[src/rtl/ysyx_bus_pkg.sv]
// Shared types for the read-channel arbiter: FSM states, owner encoding and
// the AXI response code treated as success.
package ysyx_bus_pkg;

  typedef enum logic [1:0] {IDLE, ADDR, DATA} arb_state_t;
  typedef enum logic {OWN_IFU, OWN_LSU} arb_owner_t;

  localparam logic [1:0] AXI_RESP_OKAY = 2'b00;

endpackage

[src/rtl/ysyx_rr_pick2.sv]
// Two-way round-robin picker: a lone request wins outright; on a tie the
// requester that did not win last time (last: 0 = req[0], 1 = req[1]) wins.
module ysyx_rr_pick2 (
  input  logic [1:0] req,
  input  logic       last,
  output logic [1:0] gnt
);

  always_comb begin
    gnt = req;
    if (req == 2'b11) begin
      gnt = last ? 2'b01 : 2'b10;
    end
  end

endmodule

[src/rtl/ysyx_bus_rd_arb.sv]
// Shares one AXI4 AR/R channel between the IFU and LSU with a single
// outstanding transaction, round-robin arbitration and an IFU bus lock.
module ysyx_bus_rd_arb
  import ysyx_bus_pkg::*;
#(
  parameter int XLEN = 32
) (
  input  logic            clock,
  input  logic            reset,
  input  logic            ifu_arvalid,
  input  logic [XLEN-1:0] ifu_araddr,
  input  logic [2:0]      ifu_arsize,
  input  logic [7:0]      ifu_arlen,
  input  logic [1:0]      ifu_arburst,
  output logic            ifu_arready,
  input  logic            ifu_lock,
  output logic [XLEN-1:0] ifu_rdata,
  output logic            ifu_rvalid,
  output logic            ifu_rlast,
  output logic [1:0]      ifu_rresp,
  input  logic            ifu_rready,
  input  logic            lsu_arvalid,
  input  logic [XLEN-1:0] lsu_araddr,
  input  logic [2:0]      lsu_arsize,
  input  logic [7:0]      lsu_arlen,
  input  logic [1:0]      lsu_arburst,
  output logic            lsu_arready,
  output logic [XLEN-1:0] lsu_rdata,
  output logic            lsu_rvalid,
  output logic            lsu_rlast,
  output logic [1:0]      lsu_rresp,
  input  logic            lsu_rready,
  output logic            io_master_arvalid,
  output logic [XLEN-1:0] io_master_araddr,
  output logic [2:0]      io_master_arsize,
  output logic [7:0]      io_master_arlen,
  output logic [1:0]      io_master_arburst,
  output logic [3:0]      io_master_arid,
  input  logic            io_master_arready,
  input  logic            io_master_rvalid,
  input  logic [XLEN-1:0] io_master_rdata,
  input  logic            io_master_rlast,
  input  logic [1:0]      io_master_rresp,
  input  logic [3:0]      io_master_rid,
  output logic            io_master_rready,
  output logic            out_err_resp,
  output logic            out_err_len,
  output logic            out_busy
);

  arb_state_t state_reg, state_next;
  arb_owner_t owner_reg, owner_next;
  arb_owner_t last_gnt_reg, last_gnt_next;
  logic [7:0] cnt_reg, cnt_next;
  logic       err_len_reg, err_len_next;
  logic       err_resp_reg, err_resp_next;

  logic [1:0] req;
  logic [1:0] gnt;
  logic       own_lsu;
  logic       own_rready;
  logic       beat_fire;
  logic       unused_rid;

  // The lock only gates new LSU grants; an LSU burst already granted runs on.
  assign req = {lsu_arvalid && !ifu_lock, ifu_arvalid};

  ysyx_rr_pick2 u_pick (
    .req  (req),
    .last (last_gnt_reg == OWN_LSU),
    .gnt  (gnt)
  );

  assign own_lsu    = (owner_reg == OWN_LSU);
  assign own_rready = own_lsu ? lsu_rready : ifu_rready;
  assign beat_fire  = (state_reg == DATA) && io_master_rvalid && own_rready;
  assign unused_rid = ^io_master_rid;

  always_ff @(posedge clock) begin
    if (reset) begin
      state_reg    <= IDLE;
      owner_reg    <= OWN_IFU;
      last_gnt_reg <= OWN_LSU;
      cnt_reg      <= 8'd0;
      err_len_reg  <= 1'b0;
      err_resp_reg <= 1'b0;
    end else begin
      state_reg    <= state_next;
      owner_reg    <= owner_next;
      last_gnt_reg <= last_gnt_next;
      cnt_reg      <= cnt_next;
      err_len_reg  <= err_len_next;
      err_resp_reg <= err_resp_next;
    end
  end

  always_comb begin
    state_next    = state_reg;
    owner_next    = owner_reg;
    last_gnt_next = last_gnt_reg;
    cnt_next      = cnt_reg;
    err_len_next  = err_len_reg;
    err_resp_next = err_resp_reg;
    case (state_reg)
      IDLE: begin
        if (gnt[0]) begin
          owner_next = OWN_IFU;
          state_next = ADDR;
        end else if (gnt[1]) begin
          owner_next = OWN_LSU;
          state_next = ADDR;
        end
      end
      ADDR: begin
        if (io_master_arready) begin
          cnt_next   = own_lsu ? lsu_arlen : ifu_arlen;
          state_next = DATA;
        end
      end
      DATA: begin
        if (beat_fire) begin
          if (io_master_rresp != AXI_RESP_OKAY) err_resp_next = 1'b1;
          // Counter holds beats still owed after this one; rlast must line up with zero.
          if (io_master_rlast != (cnt_reg == 8'd0)) err_len_next = 1'b1;
          if (cnt_reg != 8'd0) cnt_next = cnt_reg - 8'd1;
          if (io_master_rlast || (cnt_reg == 8'd0)) begin
            state_next    = IDLE;
            last_gnt_next = owner_reg;
          end
        end
      end
      default: state_next = IDLE;
    endcase
  end

  always_comb begin
    io_master_arvalid = 1'b0;
    io_master_araddr  = '0;
    io_master_arsize  = 3'd0;
    io_master_arlen   = 8'd0;
    io_master_arburst = 2'd0;
    ifu_arready       = 1'b0;
    lsu_arready       = 1'b0;
    io_master_rready  = 1'b0;
    ifu_rvalid        = 1'b0;
    ifu_rdata         = '0;
    ifu_rlast         = 1'b0;
    ifu_rresp         = 2'd0;
    lsu_rvalid        = 1'b0;
    lsu_rdata         = '0;
    lsu_rlast         = 1'b0;
    lsu_rresp         = 2'd0;
    if (state_reg == ADDR) begin
      io_master_arvalid = 1'b1;
      io_master_araddr  = own_lsu ? lsu_araddr  : ifu_araddr;
      io_master_arsize  = own_lsu ? lsu_arsize  : ifu_arsize;
      io_master_arlen   = own_lsu ? lsu_arlen   : ifu_arlen;
      io_master_arburst = own_lsu ? lsu_arburst : ifu_arburst;
      ifu_arready       = !own_lsu && io_master_arready;
      lsu_arready       = own_lsu && io_master_arready;
    end
    if (state_reg == DATA) begin
      io_master_rready = own_rready;
      if (own_lsu) begin
        lsu_rvalid = io_master_rvalid;
        lsu_rdata  = io_master_rdata;
        lsu_rlast  = io_master_rlast;
        lsu_rresp  = io_master_rresp;
      end else begin
        ifu_rvalid = io_master_rvalid;
        ifu_rdata  = io_master_rdata;
        ifu_rlast  = io_master_rlast;
        ifu_rresp  = io_master_rresp;
      end
    end
  end

  assign io_master_arid = 4'd0;
  assign out_err_resp   = err_resp_reg;
  assign out_err_len    = err_len_reg;
  assign out_busy       = (state_reg != IDLE);

endmodule

[config.mk]
export PLATFORM = sky130hd
export DESIGN_NAME = ysyx_bus_rd_arb
export DESIGN_NICKNAME = d
export VERILOG_FILES = /design/src/rtl/ysyx_bus_pkg.sv /design/src/rtl/ysyx_rr_pick2.sv /design/src/rtl/ysyx_bus_rd_arb.sv
export SDC_FILE = /design/constraint.sdc
export NUM_CORES = 1
export LEC_CHECK = 0
export ABC_AREA = 1
export CAP_MARGIN = 30
export CORE_AREA = 2 2 103 105
export CTS_CLUSTER_SIZE = 40
export DETAILED_ROUTE_END_ITERATION = 7
export DIE_AREA = 0 0 105 107
export PLACE_DENSITY = 0.79
export SLEW_MARGIN = 20
export SYNTH_ARGS = -nofsm -noshare
export SYNTH_HDL_FRONTEND = slang
export SYNTH_SLANG_ARGS = --single-unit
[constraint.sdc]
create_clock -name clock -period 2.4 [get_ports clock]
set_clock_uncertainty 0.05 [all_clocks]
set_input_delay 0.24 -clock clock [delete_from_list [all_inputs] [get_ports clock]]
set_output_delay 0.24 -clock clock [all_outputs]
set_load 0.005 [all_outputs]
-- After elaboration in Yosys (flattened, before gate mapping)
Index checks and enable logic that the tools add are counted.
- register bits after elaboration: 14
- bits in latches: 0
- memory bits (writable): 0
- memory bits (read-only): 0
- input port bits: 138
- output and inout port bits: 128
- word-level logic and storage cells: 80
- memories: 0
- add/sub/neg operators: 1
- multiply operators: 0
- divide/modulo/power cells: 0
- magnitude comparators: 0
- equal/unequal tests: 9
- shift operators: 0
- mux-type cells: 43
- bitwise logic cells: 0
- reductions and logical operators: 21
- operators with widths (operator ; count):
    2-to-1 mux 32 bit ; 6
    2-to-1 mux 8 bit ; 5
    2-to-1 mux 2 bit ; 13
    case mux 8 bit (2 select lines) ; 1
    2-to-1 mux 1 bit ; 15
    AND reduction 3 bit ; 3
    logical NOT 8 bit ; 1
    AND reduction 4 bit ; 2
    nonzero test 2 bit ; 4
    nonzero test 8 bit ; 1
    subtractor 8 x 1 -> 8 bit, second input constant ; 1
    2-to-1 mux 3 bit ; 2
    case mux 2 bit (3 select lines) ; 1
    logical AND 1 bit ; 5
    == test 2 bit, second input constant ; 2
    != test 2 x 1 -> 1 bit, second input constant ; 2
    != test 2 bit, second input constant ; 2
    != test 3 bit, second input constant ; 1
    == test 2 x 1 -> 1 bit, second input constant ; 1
    logical NOT 1 bit ; 2
    logical NOT 2 bit ; 1
    AND reduction 2 bit ; 1
    logical OR 1 bit ; 1
    != test 1 bit ; 1

-- Longest topological paths before layout
- depth in word-level cells: 7
- depth in mapped cells: 11
- gate-level depth less buffers: 11

-- By module
Synthesis repeated with hierarchy kept, for this count alone.
- cell total of the unflattened synthesis: 433
- area, all modules: 2064.5 um2
- modules (own cells, without submodules) (module ; times used ; cells each ; area each (um2) ; seq. area each (um2)):
    ysyx_bus_rd_arb ; 1 ; 428 ; 2043.2 ; 280.3
    ysyx_rr_pick2 ; 1 ; 5 ; 21.3 ; 0.0

-- Least setup slack after synthesis
No wires, ideal clock.
- path kind: register to register
- from: reg cnt_reg[0]
- to: reg last_gnt_reg
- library setup time: 0.133 ns
- arrival: 1.189 ns
- data required time: 2.217 ns
- slack: 1.028 ns
- cell stages (with the launch flop): 11
- path buffers: 0
- clock period less this slack: 1.372 ns
- path through: dfxtp_1 > inv_1 > ha_1 > nand2_1 > nor2_1 > nand2_1 > ha_1 > nor2_1 > inv_1 > nand2_1 > o211ai_1
- cells in the longest elaborated chain, start to end: 3
- ends and longest elaborated chain (what ; line ; RTL):
    from (decl) ; ysyx_bus_rd_arb.sv:54 ; logic [7:0] cnt_reg, cnt_next;
    from (signal assigned) ; ysyx_bus_rd_arb.sv:91 ; cnt_reg <= cnt_next;
    logical NOT 8 bit ; ysyx_bus_rd_arb.sv:126 ; if (io_master_rlast || (cnt_reg == 8'd0)) begin
    logical OR 1 bit ; ysyx_bus_rd_arb.sv:126 ;
    AND reduction 3 bit (no source line) ; -- ;
    to (signal assigned) ; ysyx_bus_rd_arb.sv:90 ; last_gnt_reg <= last_gnt_next;
    to (decl) ; ysyx_bus_rd_arb.sv:53 ; arb_owner_t last_gnt_reg, last_gnt_next;
No other way between the ends.
A chain may end at the register's enable or synchronous reset.

-- Worst setup path in the final report
- from: reg state_reg[0]
- to: out io_master_araddr[8]
- cells in the longest elaborated chain, start to end: 2
- ends and longest elaborated chain (what ; line ; RTL):
    from (decl) ; ysyx_bus_rd_arb.sv:51 ; arb_state_t state_reg, state_next;
    from (signal assigned) ; ysyx_bus_rd_arb.sv:88 ; state_reg <= state_next;
    == test 2 x 1 -> 1 bit ; ysyx_bus_rd_arb.sv:153 ; if (state_reg == ADDR) begin
    2-to-1 mux 32 bit ; ysyx_bus_rd_arb.sv:153 ;
    to (decl) ; ysyx_bus_rd_arb.sv:34 ; output logic [XLEN-1:0] io_master_araddr,
No other way between the ends.

==> flow_summary.toml <==
[timing]
rsz0062_at_grt = "false"
tns_ps = 0
worst_pin_slew_ps = 802
setup_violations = 0
timing.hold.ws_ps = 401
slew_headroom = 0.465
final.period_utilization = 0.922
post-route-min-period_ps = 2210
hold_viol = 0
fmax_mhz = 452
slew_viol_final = 0

[finish]
final_nets = 816
n_antenna_cell = 0
area_growth_pct = 134
layout-drive-gt1-share = 0.0401
largest_reg_flops = 8

[synthesis]
synth_top_area_cell = "nand2_1"
yosysSeqAreaShare = 0.137
ys_ff_latch = 14
synth_top_area_share = 0.240
synthesis.instances = 427
ys_top_cells_by_area = "nand2_1 (24%), nor2_1 (19%), dfxtp_1 (14%)"
synth_edf_count = 0
syn_area_mm2 = 0.00205
synth-main-ff-cell = "dfxtp_1"
syn_area_per_cell_um2 = 4.80
ys_types = 26
synth_common_cells = "nand2_1 (131), nor2_1 (106), a21oi_1 (54), inv_1 (54), dfxtp_1 (14)"
yosys_warnings = 0
synth.most_common_cell = "nand2_1"
synth-async-reset-ratio = 0

[setup_path]
critical_path_class = "flip-flop to output port"
r2r-end = "cnt_reg[7]"
critPathMaxFanout = 46
r2r_cells = 11
crit_arrival_ps = 1920
timing.rr.start = "cnt_reg[0]"
crit_path_end_kind = "output port"
critPathRequiredTime_ps = 2110
r2r_setup_slack_ps = 780
worstSetupStartpointType = "flip-flop"

[detailed_routing]
drt_first_iter_violations = 193
viasPerCell = 4.20
ant_nets = 0
routedWlPerCell_um = 13.1
vias = 3401
drc = 0
routed_wirelength_um = 10600
dr.pass1.iters = 5

[clock_tree]
numClockSinks = 14
cts_root_buf = "clkbuf_8"
clock_latency_ps = 240
clockBufferDepth = 2
cts_buffers = 3
cts_max_level = 1
cts_tree = "yes"
clk_pin_slew_ps = 60

[power_and_ir_drop]
max-vdd-ir-drop_uv = 154
cellPowerDensity_mw_per_mm2 = 266
leakagePower_nw = 2.14
p_total_mw = 1.28

[global_route]
grt_usage = 0.181
grt_pass1_vias = 3298
grt_max_degree = 47
antenna_found_initial = 0
grt_pass1_wl_um = 16500
gr-total-overflow = 0

[min_path]
holdPathEnd = "out_err_len"
min-delay-start = "out_err_len"
hold_class = "flip-flop to flip-flop"
min_path_cells = 2

[placed_design]
place.gp.congestion = 0.801
io_buffers = 257
hpwlAfterDp_um = 8870

[floorplanning]
num_rows = 37
fp.coreArea_mm2 = 0.0101
dieHeight_um = 107
io-pin-count = 266
start_util = 0.203
die_w_um = 105
dieArea_mm2 = 0.0112

[job]
drv_cap = 0

[run_status]
outcome = "finished clean"
[metrics by stage]
stage,instances,utilization,instance area (µm²),setup WS (ps)
6_report,810,0.475,4800,188
2_1_floorplan,430,-,2060,1030
5_1_grt,810,0.475,4800,19.9
4_1_cts,810,0.475,4790,17.6
3_3_place_gp,806,0.469,4740,329
3_5_place_dp,806,0.469,4740,289
[cell type report]
class / count / area [µm²]
fill: 1067 / 5300
timing repair buffer: 266 / 2640
multi-input combinational: 333 / 1440
sequential: 14 / 282
inverter: 57 / 214
tap: 136 / 170
clock buffer: 4 / 55.1
[logic make-up (layout without fill, tap and decap cells)]
family | count (synthesis) | after routing | share of synthesized area
buffers and inverters | 83 | 327 | 0.171
xor gates and xnor gates | 1 | 1 | 0.00427
other | 1 | 4 | 0.00183
AOI/OAI and AO/OA | 62 | 62 | 0.157
adders and majority gates | 3 | 3 | 0.0183
DFF | 14 | 14 | 0.137
and+or+nand+nor | 263 | 263 | 0.511
[worst max-delay path: stages, from the launching register on]
cell and delay, ps:
dfxtp_1 330, inv_1 60, nor2_2 130, inv_2 310
a21oi_1 270, clkdlybuf4s50_1 560
[repair_timing]
item | in CTS | in global routing
endpoints found under the setup margin | 0 | 36
gates resized for setup | 0 | 1
buffers inserted | 0 | 0
hold buffers | 0 | 0
[report_power, final]
part,switching [mW],leakage (nW),internal (mW)
logic,0.332,2.00,0.441
clock network,0.0890,0.0288,0.145
registers,0.0150,0.115,0.253
total,0.436,2.14,0.840
[layout by cell type (no fill, tap or decap), types with 3 or more instances in the layout]
cell / count
a21oi_1: 54
buf_4: 9
clkbuf_8: 4
clkdlybuf4s50_1: 257
conb_1: 4
dfxtp_1: 13
ha_1: 3
inv_1: 54
nand2_1: 131
nand2_2: 3
nand3_1: 11
nor2_1: 106
o21a_1: 4
o21ai_0: 3
or2_2: 4
[routing by layer]
metal / track usage / wire length, µm / vias up / part of all wire
met1: 0.206 / 4310 / 1445 / 0.41
met3: 0.0340 / 789 / 8 / 0.075
met2: 0.352 / 5370 / 181 / 0.51
met5: 0 / 0 / - / 0
li1: - / - / 1767 / -
met4: 0.0324 / 116 / 0 / 0.011
[worst max path at each step]
stage,slack (ps),depth (start not counted),start,endpoint
3_5_place_dp,290,4,own_lsu,ifu_rdata[16]
4_1_cts,20,4,own_lsu,ifu_rdata[16]
3_3_place_gp,330,4,own_lsu,ifu_rdata[24]
2_1_floorplan,1030,10,cnt_reg[0],last_gnt_reg
6_report,190,5,state_reg[0],io_master_araddr[8]
5_1_grt,20,5,state_reg[0],io_master_arlen[6]
Power figures use the tool's default switching activity.
